`src/rtl/multi_arbiter_if.sv`:
```
// multi_arbiter_if: request/grant bundle between N masters and the arbiter.
// master drives requests and mode; slave is the arbiter side.
interface multi_arbiter_if #(
  parameter int N = 4
);
  localparam int IDW = $clog2(N);

  logic [N-1:0]   REQUEST;
  logic           MODE;
  logic [N-1:0]   GRANT_O;
  logic           GRANT_VALID;
  logic [IDW-1:0] GRANT_ID;

  modport master (
    output REQUEST,
    output MODE,
    input  GRANT_O,
    input  GRANT_VALID,
    input  GRANT_ID
  );

  modport slave (
    input  REQUEST,
    input  MODE,
    output GRANT_O,
    output GRANT_VALID,
    output GRANT_ID
  );
endinterface

```
`src/rtl/multi_arbiter.sv`:
```
// multi_arbiter: N-channel registered one-hot arbiter, fixed-priority or
// round-robin, with a bounded tenure so no owner holds the grant forever.
module multi_arbiter #(
  parameter int N        = 4,
  parameter int HOLD_MAX = 8
) (
  input logic             clk,
  input logic             rst,
  multi_arbiter_if.slave  bus
);
  localparam int IDW = $clog2(N);

  typedef enum logic {
    IDLE = 1'b0,
    BUSY = 1'b1
  } state_t;

  state_t         r_state;
  logic [N-1:0]   r_grant;
  logic           r_valid;
  logic [IDW-1:0] r_id;
  logic [7:0]     r_hold;
  logic [IDW-1:0] r_ptr;

  logic           w_found;
  logic [IDW-1:0] w_win;
  logic [IDW-1:0] w_next_ptr;
  logic           w_keep;
  logic [N-1:0]   w_one;

  assign w_one = {{(N-1){1'b0}}, 1'b1};

  // Winner search: lowest index in fixed mode, first at/after r_ptr in rr.
  always_comb begin
    int j;
    j       = 0;
    w_found = 1'b0;
    w_win   = '0;
    for (int i = 0; i < N; i++) begin
      j = bus.MODE ? (int'(r_ptr) + i) % N : i;
      if (!w_found && bus.REQUEST[j]) begin
        w_found = 1'b1;
        w_win   = IDW'(j);
      end
    end
  end

  assign w_next_ptr = (w_win == IDW'(N - 1)) ? '0 : w_win + 1'b1;

  // r_id doubles as the owner index while BUSY.
  assign w_keep = (r_state == BUSY) && bus.REQUEST[r_id] &&
                  (r_hold < 8'(HOLD_MAX));

  // Tenure/arbitration FSM; every grant output is registered together.
  always_ff @(posedge clk) begin
    if (rst) begin
      r_state <= IDLE;
      r_grant <= '0;
      r_valid <= 1'b0;
      r_id    <= '0;
      r_hold  <= '0;
      r_ptr   <= '0;
    end else if (w_keep) begin
      r_hold <= r_hold + 8'd1;
    end else if (w_found) begin
      r_state <= BUSY;
      r_grant <= w_one << w_win;
      r_valid <= 1'b1;
      r_id    <= w_win;
      r_hold  <= 8'd1;
      r_ptr   <= w_next_ptr;
    end else begin
      r_state <= IDLE;
      r_grant <= '0;
      r_valid <= 1'b0;
      r_id    <= '0;
      r_hold  <= '0;
    end
  end

  assign bus.GRANT_O     = r_grant;
  assign bus.GRANT_VALID = r_valid;
  assign bus.GRANT_ID    = r_id;
endmodule

```
`src/flat_wrapper.sv`:
```
// flat-port wrapper written by rule: the top's interface ports become plain ports
module multi_arbiter_flat 
#(
  parameter int N        = 4,
  parameter int HOLD_MAX = 8
)
  (clk, rst, bus_REQUEST, bus_MODE, bus_GRANT_O, bus_GRANT_VALID, bus_GRANT_ID);
  multi_arbiter_if #(.N(N)) bus_i ();
  input logic clk;
  input logic rst;
  input wire logic [$bits(bus_i.REQUEST)-1:0] bus_REQUEST;
  input wire logic [$bits(bus_i.MODE)-1:0] bus_MODE;
  output wire logic [$bits(bus_i.GRANT_O)-1:0] bus_GRANT_O;
  output wire logic [$bits(bus_i.GRANT_VALID)-1:0] bus_GRANT_VALID;
  output wire logic [$bits(bus_i.GRANT_ID)-1:0] bus_GRANT_ID;
  assign bus_i.REQUEST = bus_REQUEST;
  assign bus_i.MODE = bus_MODE;
  assign bus_GRANT_O = bus_i.GRANT_O;
  assign bus_GRANT_VALID = bus_i.GRANT_VALID;
  assign bus_GRANT_ID = bus_i.GRANT_ID;
  multi_arbiter #(.N(N), .HOLD_MAX(HOLD_MAX)) u_core (.clk(clk), .rst(rst), .bus(bus_i));
endmodule
```
`config.mk`:
```
export PLATFORM = sky130hd
export DESIGN_NAME = multi_arbiter_flat
export DESIGN_NICKNAME = d
export VERILOG_FILES = /design/src/rtl/multi_arbiter_if.sv /design/src/rtl/multi_arbiter.sv /design/src/flat_wrapper.sv
export SDC_FILE = /design/constraint.sdc
export NUM_CORES = 1
export LEC_CHECK = 0
export BUFFER_PORTS_ARGS = -buffer_cell sky130_fd_sc_hd__buf_2
export CAP_MARGIN = 40
export CORE_MARGIN = 2
export CORE_UTILIZATION = 45
export CTS_CLUSTER_DIAMETER = 30
export DETAILED_ROUTE_END_ITERATION = 8
export PLACE_DENSITY_LB_ADDON = 0.3
export SYNTH_ARGS = -nofsm -noshare
export SYNTH_HDL_FRONTEND = slang
export SYNTH_SLANG_ARGS = --single-unit
```
`constraint.sdc`:
```
create_clock -name clk -period 3.05 [get_ports clk]
set_input_delay 0.305 -clock clk [delete_from_list [all_inputs] [get_ports clk]]
set_output_delay 0.305 -clock clk [all_outputs]
set_load 0.03 [all_outputs]
```
==> run summary, run 1 <==
Status - finished, final reports clean
Post-CTS sizing - 0
Number of diodes - 0
Cells after Synth - 90
Drt pass-1 iters - 4
Clock Path Buffers - 2
Most frequent cell on the critical path - a21oi_1
Final-layout fill cell count - 188
Crit-path cells - nand2_2, mux2i_1, a21oi_1, a21oi_1, xor2_1, or2_2, ha_1, a22o_1
Clk pwr share - 0.170
Commonest non-fill, non-tap cell in the layout - dfxtp_1
RSZ-0062 raised after global routing - no
Via count - 680
Net switching power of the design - 0.2763 mW
Final wirelength - 1523 µm
Worst EP required - 3240 ps
Vias per inst - 5.191
Min cycle time layout - 2227 ps
Slew Viols, Final - 0
Cell Pwr Density - 722.9 mW/mm²
IO Pins - 14
Flop pwr share - 0.430
Area of the multi-input gates - 493.0 µm²
Setup TNS - 0 ps
Fraction of registers with async set/reset - 0
Total Nets Final - 119
Post-CTS Setup Repair Bufs - 0
Post-DP HPWL - 1153 µm
Placed insts - 127
Initial Util - 0.4922
Setup CP Type - flop to flop
Port-buffer cells - 13
Most area-hungry cell type in the Yosys netlist - dfxtp_1
Synth area leaders - dfxtp_1, ha_1, mux2i_1
Register area - 340.3 µm²
Crit-path leading delay family - compound AO/OA/AOI/OAI gates
Leakage - 0.4480 nW
Period Utilization, post-route - 0.7301
Synth Register Bits - 17
Number of max-cap violations - 0
Iter 0 DRT Violations - 17
P&R area growth vs syn - 11.96%
Post-synth cell types - 36
Crit path DAT - 2420 ps
Full die area - 0.002297 mm²
Mean Syn Cell Area - 9.648 µm²
Startpoint Class - flop
Grt total ovfl - 0
CP peak stage delay - 530 ps
Final hold viol count - 0
Gr usage total - 0.1573
Setup WS post-layout - 823.2 ps
Post-Syn Area - 868.3 µm²
Area fraction of the dominant cell type after synthesis - 0.3919
Post-CTS Hold Buffers - 0
Clk_lat worst skew - 290 ps
Critical path peak fanout - 9
CTS Buf Count - 3
Core box area - 0.001764 mm²
Internal - 0.4265 mW
Main synth FF type - dfxtp_1
EDFF count, synth - 0
Final setup fails - 0
Root Driver - clkbuf_4
Post-layout util - 0.5511
Die X - 47.93 µm
Switching Share - 0.3932
CTS Sinks - 17
Combinational fraction of design power - 0.399
Sequential-to-total area share from yosys stat - 0.3919
Residual DRC - 0
Ratio of cells with drive above 1 in the final layout - 0.2264
Vias in the first global route - 594
Hold crit path type - primary input to flop
Routed WL per cell - 11.63 µm
Final Wtd Congestion - 0.7633
Pin count of the biggest net entering global routing - 11
Peak VDD IR - 367.7 µV
Post-route ant nets - 0
Most frequent cells in the layout - dfxtp_1, buf_2, nor2_1, o21ai_0
Initial antenna violation count - 0
Rows - 15
Fin Hold WS - 270.2 ps
Worst path bufs/invs - 0
CTS tree - built
Clk_skew - 3.538 ps
Finished Layout Cells - 131
Worst slack, placed - 844.1 ps
YS warnings - 0
Chip height - 47.93 µm
First-pass GRT wire length - 2504 µm
Crit-path slowest cell - dfxtp_1
CTS clk-pin slew, worst paths - 100 ps
Critical Path Sink Type - flop
F_max - 0.4491 GHz
CTS HTree Levels - 1
## flip-flops by register name, indices dropped and copies added (netlist names)
register and count:
u_core.bus.GRANT_ID 2, u_core.r_state 1, u_core.bus.GRANT_O 4, u_core.r_ptr 2, u_core.r_hold 8
## path summary, 6_finish.rpt
| kind | from | to | slack (ps) | depth (start not counted) |
|---|---|---|---|---|
| setup / recovery | u_core.r_ptr[0] | u_core.bus.GRANT_O[0] | 820 | 8 |
| hold / removal | rst | u_core.r_ptr[1] | 270 | 2 |
| setup reg to reg | u_core.r_ptr[0] | u_core.bus.GRANT_O[0] | 820 | 8 |
| hold reg to reg | u_core.bus.GRANT_O[2] | u_core.bus.GRANT_O[2] | 490 | 1 |
## synth_stat cells (4+ instances only)
master and number:
nand2_1 5, a22o_1 4, inv_1 4, o21ai_0 6
mux2i_1 4, ha_1 5, nor2_1 9, dfxtp_1 17
## area by class of cell
cell class / count / area share
flip-flops and latches: 17 / 0.3501
inverters: 4 / 0.01544
clock buffers: 3 / 0.02317
repair buffers: 13 / 0.06692
well taps: 25 / 0.03218
multi-input cells: 68 / 0.5071
clock inverters: 1 / 0.005148
## power groups by stage
stage | Clock [mW] | Sequential (mW) | Combinational (mW)
floorplan | 0 | 0.333 | 0.207
CTS | 0.127 | 0.302 | 0.283
detailed placement | 0 | 0.307 | 0.281
global placement | 0 | 0.307 | 0.280
finish | 0.120 | 0.303 | 0.280
global route | 0.131 | 0.311 | 0.313
## per-stage QoR
stage | power, mW | cell area (µm²)
3_5_place_dp | 0.5883 | 944.7
6_report | 0.7028 | 972.2
4_1_cts | 0.7124 | 972.2
5_1_grt | 0.7549 | 972.2
2_1_floorplan | 0.5395 | 879.6
3_3_place_gp | 0.5863 | 944.7
## cell families after synthesis
kind of cell	Yosys count	share of synthesized area
and+or+nand+nor	28	0.1672
AOI/OAI and AO/OA	23	0.2089
DFF	17	0.3919
buffers and inverters	8	0.05330
adders and majority gates	5	0.07205
muxes	5	0.07205
xor gates and xnor gates	3	0.03026
other	1	0.004319
## per-layer routing
layer / vias to the layer above / track usage / part of all wire
li1: 350 / - / -
met1: 312 / 0.2123 / 0.51
met5: - / 0 / 0
met3: 2 / 0.06792 / 0.053
met4: 0 / 0.03243 / 0.0059
met2: 16 / 0.2347 / 0.43
Power figures use the tool's default switching activity.
==> run 2, diff against run 1 <==
--- a/config.mk
+++ b/config.mk
@@ -5,6 +5,7 @@
 export SDC_FILE = /design/constraint.sdc
 export NUM_CORES = 1
 export LEC_CHECK = 0
+export ABC_AREA = 1
 export BUFFER_PORTS_ARGS = -buffer_cell sky130_fd_sc_hd__buf_2
 export CAP_MARGIN = 40
 export CORE_MARGIN = 2
==> constraint.sdc (replaced) <==
create_clock -name clk -period 2 [get_ports clk]
set_input_delay 0.2 -clock clk [delete_from_list [all_inputs] [get_ports clk]]
set_output_delay 0.2 -clock clk [all_outputs]
set_load 0.03 [all_outputs]
==> run summary, run 2 <==
Synth area leaders - dfxtp_1, nand2_1, nand2_2
Total Nets Final - 180
Top-count cell post-synth - nand2_1
First-pass GRT wire length - 3263 µm
Vias in the first global route - 846
Residual DRC - 0
Gr usage total - 0.1632
Core box area - 0.002170 mm²
Most area-hungry cell type in the Yosys netlist - dfxtp_1
Post-Syn Area - 0.001015 mm²
Top cells by count, synth - nand2_1, dfxtp_1, nand3_1
Grt total ovfl - 0
Clk_skew - 3.441 ps
Crit path DAT - 2030 ps
Number of diodes - 0
Drt pass-1 iters - 4
Crit path to - u_core.r_ptr[1]
Post-synth cell types - 24
Period Utilization, post-route - 0.9182
Startpoint Class - flop
Final wirelength - 1929 µm
Overall power - 1.350 mW
Clk_lat worst skew - 290 ps
Final hold viol count - 0
Leakage - 0.6434 nW
Vias per inst - 4.774
Final-layout fill cell count - 227
Iter 0 DRT Violations - 31
Peak VDD IR - 657.0 µV
Fraction of registers with async set/reset - 0
Max reg flops - 8
CTS tree - built
Post-layout util - 0.5525
Net switching power of the design - 0.6280 mW
Cells after Synth - 145
Ratio of cells with drive above 1 in the final layout - 0.3353
P&R area growth vs syn - 18.13%
Synth Register Bits - 17
Final setup fails - 0
Crit path launch - u_core.r_ptr[0]
Worst EP required - 2190 ps
CTS HTree Levels - 1
Hold crit path type - primary input to flop
Clock Path Buffers - 2
Post-route ant nets - 0
Commonest non-fill, non-tap cell in the layout - nand2_1
CTS Buf Count - 3
Port-buffer cells - 13
Setup WS post-layout - 163.7 ps
Initial Util - 0.4677
Die X - 51.49 µm
Setup TNS - 0 ps
Cell Pwr Density - 1126 mW/mm²
Initial antenna violation count - 0
CTS clk-pin slew, worst paths - 100 ps
Area fraction of the dominant cell type after synthesis - 0.3354
IO Pins - 14
Min cycle time layout - 1836 ps
Chip height - 51.49 µm
Status - finished, final reports clean
Post-DP HPWL - 1556 µm
FF-to-FF End - u_core.r_ptr[1]
Switching Share - 0.4653
R2r startpoint - u_core.r_ptr[0]
Critical path peak fanout - 8
Full die area - 0.002651 mm²
Clk pwr share - 0.135
Root Driver - clkbuf_4
RSZ-0062 raised after global routing - no
Routed WL per cell - 9.892 µm
Final Wtd Congestion - 0.8460
R2R depth - 17
YS warnings - 0
Biggest register - u_core.r_hold
Setup CP Type - flop to flop
Combinational fraction of design power - 0.521
Reg2reg setup slack - 160 ps
Mean Syn Cell Area - 6.998 µm²
F_max - 0.5446 GHz
Sequential-to-total area share from yosys stat - 0.3354
EDFF count, synth - 0
Most frequent cells in the layout - nand2_1, nand3_1, dfxtp_1, nand2_2, buf_2
Worst slack, placed - 22.90 ps
CTS Sinks - 17
Critical Path Sink Type - flop
Number of max-cap violations - 0
Rows - 17
Main synth FF type - dfxtp_1
Internal - 0.7218 mW
Via count - 931
Flop pwr share - 0.343
Slew Viols, Final - 0
Pin count of the biggest net entering global routing - 11
[run 2: through the flow]
step | hold WS, ps | instance area (µm²) | cells
CTS | 97.23 | 1162 | 194
detailed placement | 409.9 | 1134 | 190
global placement | 410.6 | 1134 | 190
finish | 99.77 | 1199 | 195
floorplan | 272.4 | 1026 | 148
global route | 99.33 | 1199 | 195
[run 2: cell families after synthesis]
family / after synthesis / synth area share
simple gates: 95 / 0.4747
buf+inv: 19 / 0.07151
flops: 17 / 0.3354
compound gates: 6 / 0.03576
fa+ha+maj: 5 / 0.06165
xor+xnor: 2 / 0.01727
other cells: 1 / 0.003696
[run 2: layer usage]
layer / part of all wire / vias up / wire (µm) / GRT usage
li1: - / 488 / - / -
met1: 0.46 / 430 / 894 / 0.1960
met2: 0.50 / 9 / 970 / 0.2863
met3: 0.019 / 4 / 37 / 0.01754
met4: 0.013 / 0 / 26 / 0.07895
met5: 0 / - / 0 / 0
[run 2: cell type report]
class / count / area (µm²) / share of cell area
flip-flops and latches: 17 / 345.3 / 0.2881
multi-input cells: 112 / 638.1 / 0.5324
inverters: 19 / 72.57 / 0.06054
repair buffers: 15 / 80.08 / 0.06681
clock inverters: 1 / 5.005 / 0.004175
well taps: 28 / 35.03 / 0.02923
clock buffers: 3 / 22.52 / 0.01879
[run 2: critical path, stage by stage, from the launching register on]
cell	delay, ps
dfxtp_4	380
nand2_4	110
nand2_4	70
nand2_4	90
clkinv_1	90
nand2_2	80
nand2_4	60
nand2_2	60
nand2_1	50
nand2_1	80
nand2_2	60
inv_2	70
nor2_4	40
ha_1	290
inv_1	60
nand3_1	60
nand2_1	60
nor2_1	40
[run 2: how the worst min path moves through the flow]
stage / slack [ps] / depth (start not counted) / startpoint / to
2_1_floorplan: 270 / 1 / rst / u_core.r_state
3_3_place_gp: 410 / 2 / rst / u_core.r_state
3_5_place_dp: 410 / 2 / rst / u_core.r_state
4_1_cts: 100 / 2 / rst / u_core.r_state
5_1_grt: 100 / 2 / rst / u_core.r_state
6_report: 100 / 2 / rst / u_core.r_state
[run 2: power groups by stage]
stage / Combinational [mW] / Clock, mW / Sequential, mW
floorplan: 0.448 / 0 / 0.533
global placement: 0.650 / 0 / 0.457
detailed placement: 0.660 / 0 / 0.461
CTS: 0.667 / 0.188 / 0.456
global route: 0.784 / 0.201 / 0.471
finish: 0.704 / 0.182 / 0.464
[run 2: repair_timing]
action | in CTS | in global routing
resized for setup | 1 | 11
setup buffers | 0 | 1
setup endpoints to repair | 1 | 3
hold buffers | 0 | 0
==> run 3, diff against run 2 <==
==> constraint.sdc (replaced) <==
create_clock -name clk -period 2 [get_ports clk]
set_input_delay 0.5 -clock clk [delete_from_list [all_inputs] [get_ports clk]]
set_output_delay 0.5 -clock clk [all_outputs]
set_load 0.03 [all_outputs]
==> run summary, run 3 (synthesis results as in run 2) <==
Status - finished, final reports clean
F_max - 0.5455 GHz
Hold path depth - 2
Switching Share - 0.4447
Critical Path Sink Type - flop
Most frequent cells in the layout - nand2_1, buf_4, nand3_1, dfxtp_1, nand2_2
Routed WL per cell - 10.29 µm
Post-CTS Hold Buffers - 0
Number of diodes - 0
Hold Path End - u_core.r_state
Final Wtd Congestion - 0.8886
Total Nets Final - 194
Crit path DAT - 2030 ps
Vias in the first global route - 934
Via count - 972
Gr usage total - 0.1923
Initial Util - 0.4677
Met2 wire length - 1082 µm
First-pass GRT wire length - 3788 µm
Clk_lat worst skew - 290 ps
Number of max-cap violations - 0
Overall power - 1.481 mW
CTS HTree Levels - 1
Full die area - 0.002651 mm²
Clock Path Buffers - 2
Min cycle time layout - 1833 ps
Die X - 51.49 µm
Drt pass-1 iters - 4
Leakage - 0.7003 nW
Period Utilization, post-route - 0.9166
Slew Viols, Final - 0
R2R depth - 16
Post-DP HPWL - 1747 µm
Biggest register - u_core.r_hold
Startpoint Class - primary input
Pin count of the biggest net entering global routing - 11
Final hold viol count - 0
Hold path start - rst
Core box area - 0.002170 mm²
IO Pins - 14
Worst EP required - 2200 ps
Post-layout util - 0.6038
CTS Buf Count - 3
Crit-path cells - clkbuf_4, buf_4, nand3_1, nand2_2, inv_2, nand2_2, nand2_4, nand2_2, nand2_1, nand2_1, nand2_2, inv_1, nor2_4, ha_1, inv_1, nand3_1, nand2_1, nor2_1
Setup CP Type - primary input to flop
Iter 0 DRT Violations - 5
Clk_skew - 0.7720 ps
Max reg flops - 8
Clk pwr share - 0.124
Combinational fraction of design power - 0.555
Most frequent cell on the critical path - nand2_2
Port-buffer cells - 13
Grt total ovfl - 0
Net switching power of the design - 0.6585 mW
Flop pwr share - 0.320
Rows - 17
CTS tree - built
Vias per inst - 4.651
Post-Route M1 WL - 957 µm
Routed met3 length - 40 µm
CTS Sinks - 17
Root Driver - clkbuf_4
CP peak stage delay - 280 ps
Post-route ant nets - 0
CTS clk-pin slew, worst paths - 100 ps
Chip height - 51.49 µm
Ratio of cells with drive above 1 in the final layout - 0.3812
R2r startpoint - u_core.r_ptr[0]
Reg2reg setup slack - 170 ps
FF-to-FF End - u_core.r_ptr[1]
P&R area growth vs syn - 29.10%
Commonest non-fill, non-tap cell in the layout - nand2_1
Peak VDD IR - 660.1 µV
Hold crit path type - primary input to flop
Initial antenna violation count - 0
Final setup fails - 0
Residual DRC - 0
Post-CTS Setup Repair Bufs - 0
Cell Pwr Density - 1131 mW/mm²
Critical path peak fanout - 4
Final wirelength - 2151 µm
Crit-path slowest cell - ha_1
Internal - 0.8225 mW
Top sig layer - met4
-- run 3: changes by cell type in the layout (fill, tap and decap cells not counted), sizes merged --
cell / delta
buf: +13
clkbuf: +1
-- run 3: stage by stage --
| stage | instance area, µm² | std cells | hold WS (ps) | worst slack [ps] | setup TNS, ps |
|---|---|---|---|---|---|
| finish | 1310 | 209 | 402.8 | 166.7 | 0 |
| global route | 1310 | 209 | 404.7 | -9.293 | -9.293 |
| CTS | 1274 | 209 | 406.6 | 4.572 | 0 |
| detailed placement | 1246 | 205 | 433.4 | -232.8 | -712.4 |
| global placement | 1246 | 205 | 436.1 | -150.7 | -349.9 |
| floorplan | 1026 | 148 | 460.2 | 71.45 | 0 |
-- run 3: layout make-up --
class	instances	area, µm²
inverter	19	72.57
clock inverter	1	5.005
timing repair buffer	29	187.7
tap	28	35.03
fill	205	859.6
sequential	17	345.3
clock buffer	3	22.52
multi-input combinational	112	641.9
-- run 3: per-layer routing --
layer / vias to the layer above / global-route usage
met1: 432 / 0.2134
met5: - / 0
met3: 9 / 0.02632
met2: 12 / 0.3568
met4: 0 / 0.08772
li1: 519 / -
-- run 3: how the worst max path moves through the flow --
stage                    startpoint               to  slack [ps]  depth (start not counted)
floorplan                  bus_MODE  u_core.r_ptr[1]          70                         16
global placement           bus_MODE  u_core.r_ptr[1]        -150                         17
detailed placement         bus_MODE  u_core.r_ptr[1]        -230                         17
CTS                 u_core.r_ptr[0]  u_core.r_ptr[1]           5                         15
global route        u_core.r_ptr[0]  u_core.r_ptr[1]          -9                         16
finish                     bus_MODE  u_core.r_ptr[1]         170                         18
-- run 3: timing repair --
action                                 in CTS  in global routing
setup endpoints to repair                   0                  4
gates resized for setup                     0                 11
endpoints found under the hold margin       0                  0
-- run 3: power by group through the flow --
stage,Sequential (mW),Clock (mW),Combinational (mW)
after floorplan,0.533,0,0.448
after global placement,0.459,0,0.781
after detailed placement,0.463,0,0.801
after CTS,0.456,0.185,0.805
after global routing,0.483,0.204,0.910
final,0.474,0.184,0.823
-- run 3: critical path: cells and delay by family --
kind / cells / cell delay [ps]
and+or+nand+nor: 12 / 740
buffers and inverters: 5 / 490
adders and majority gates: 1 / 280
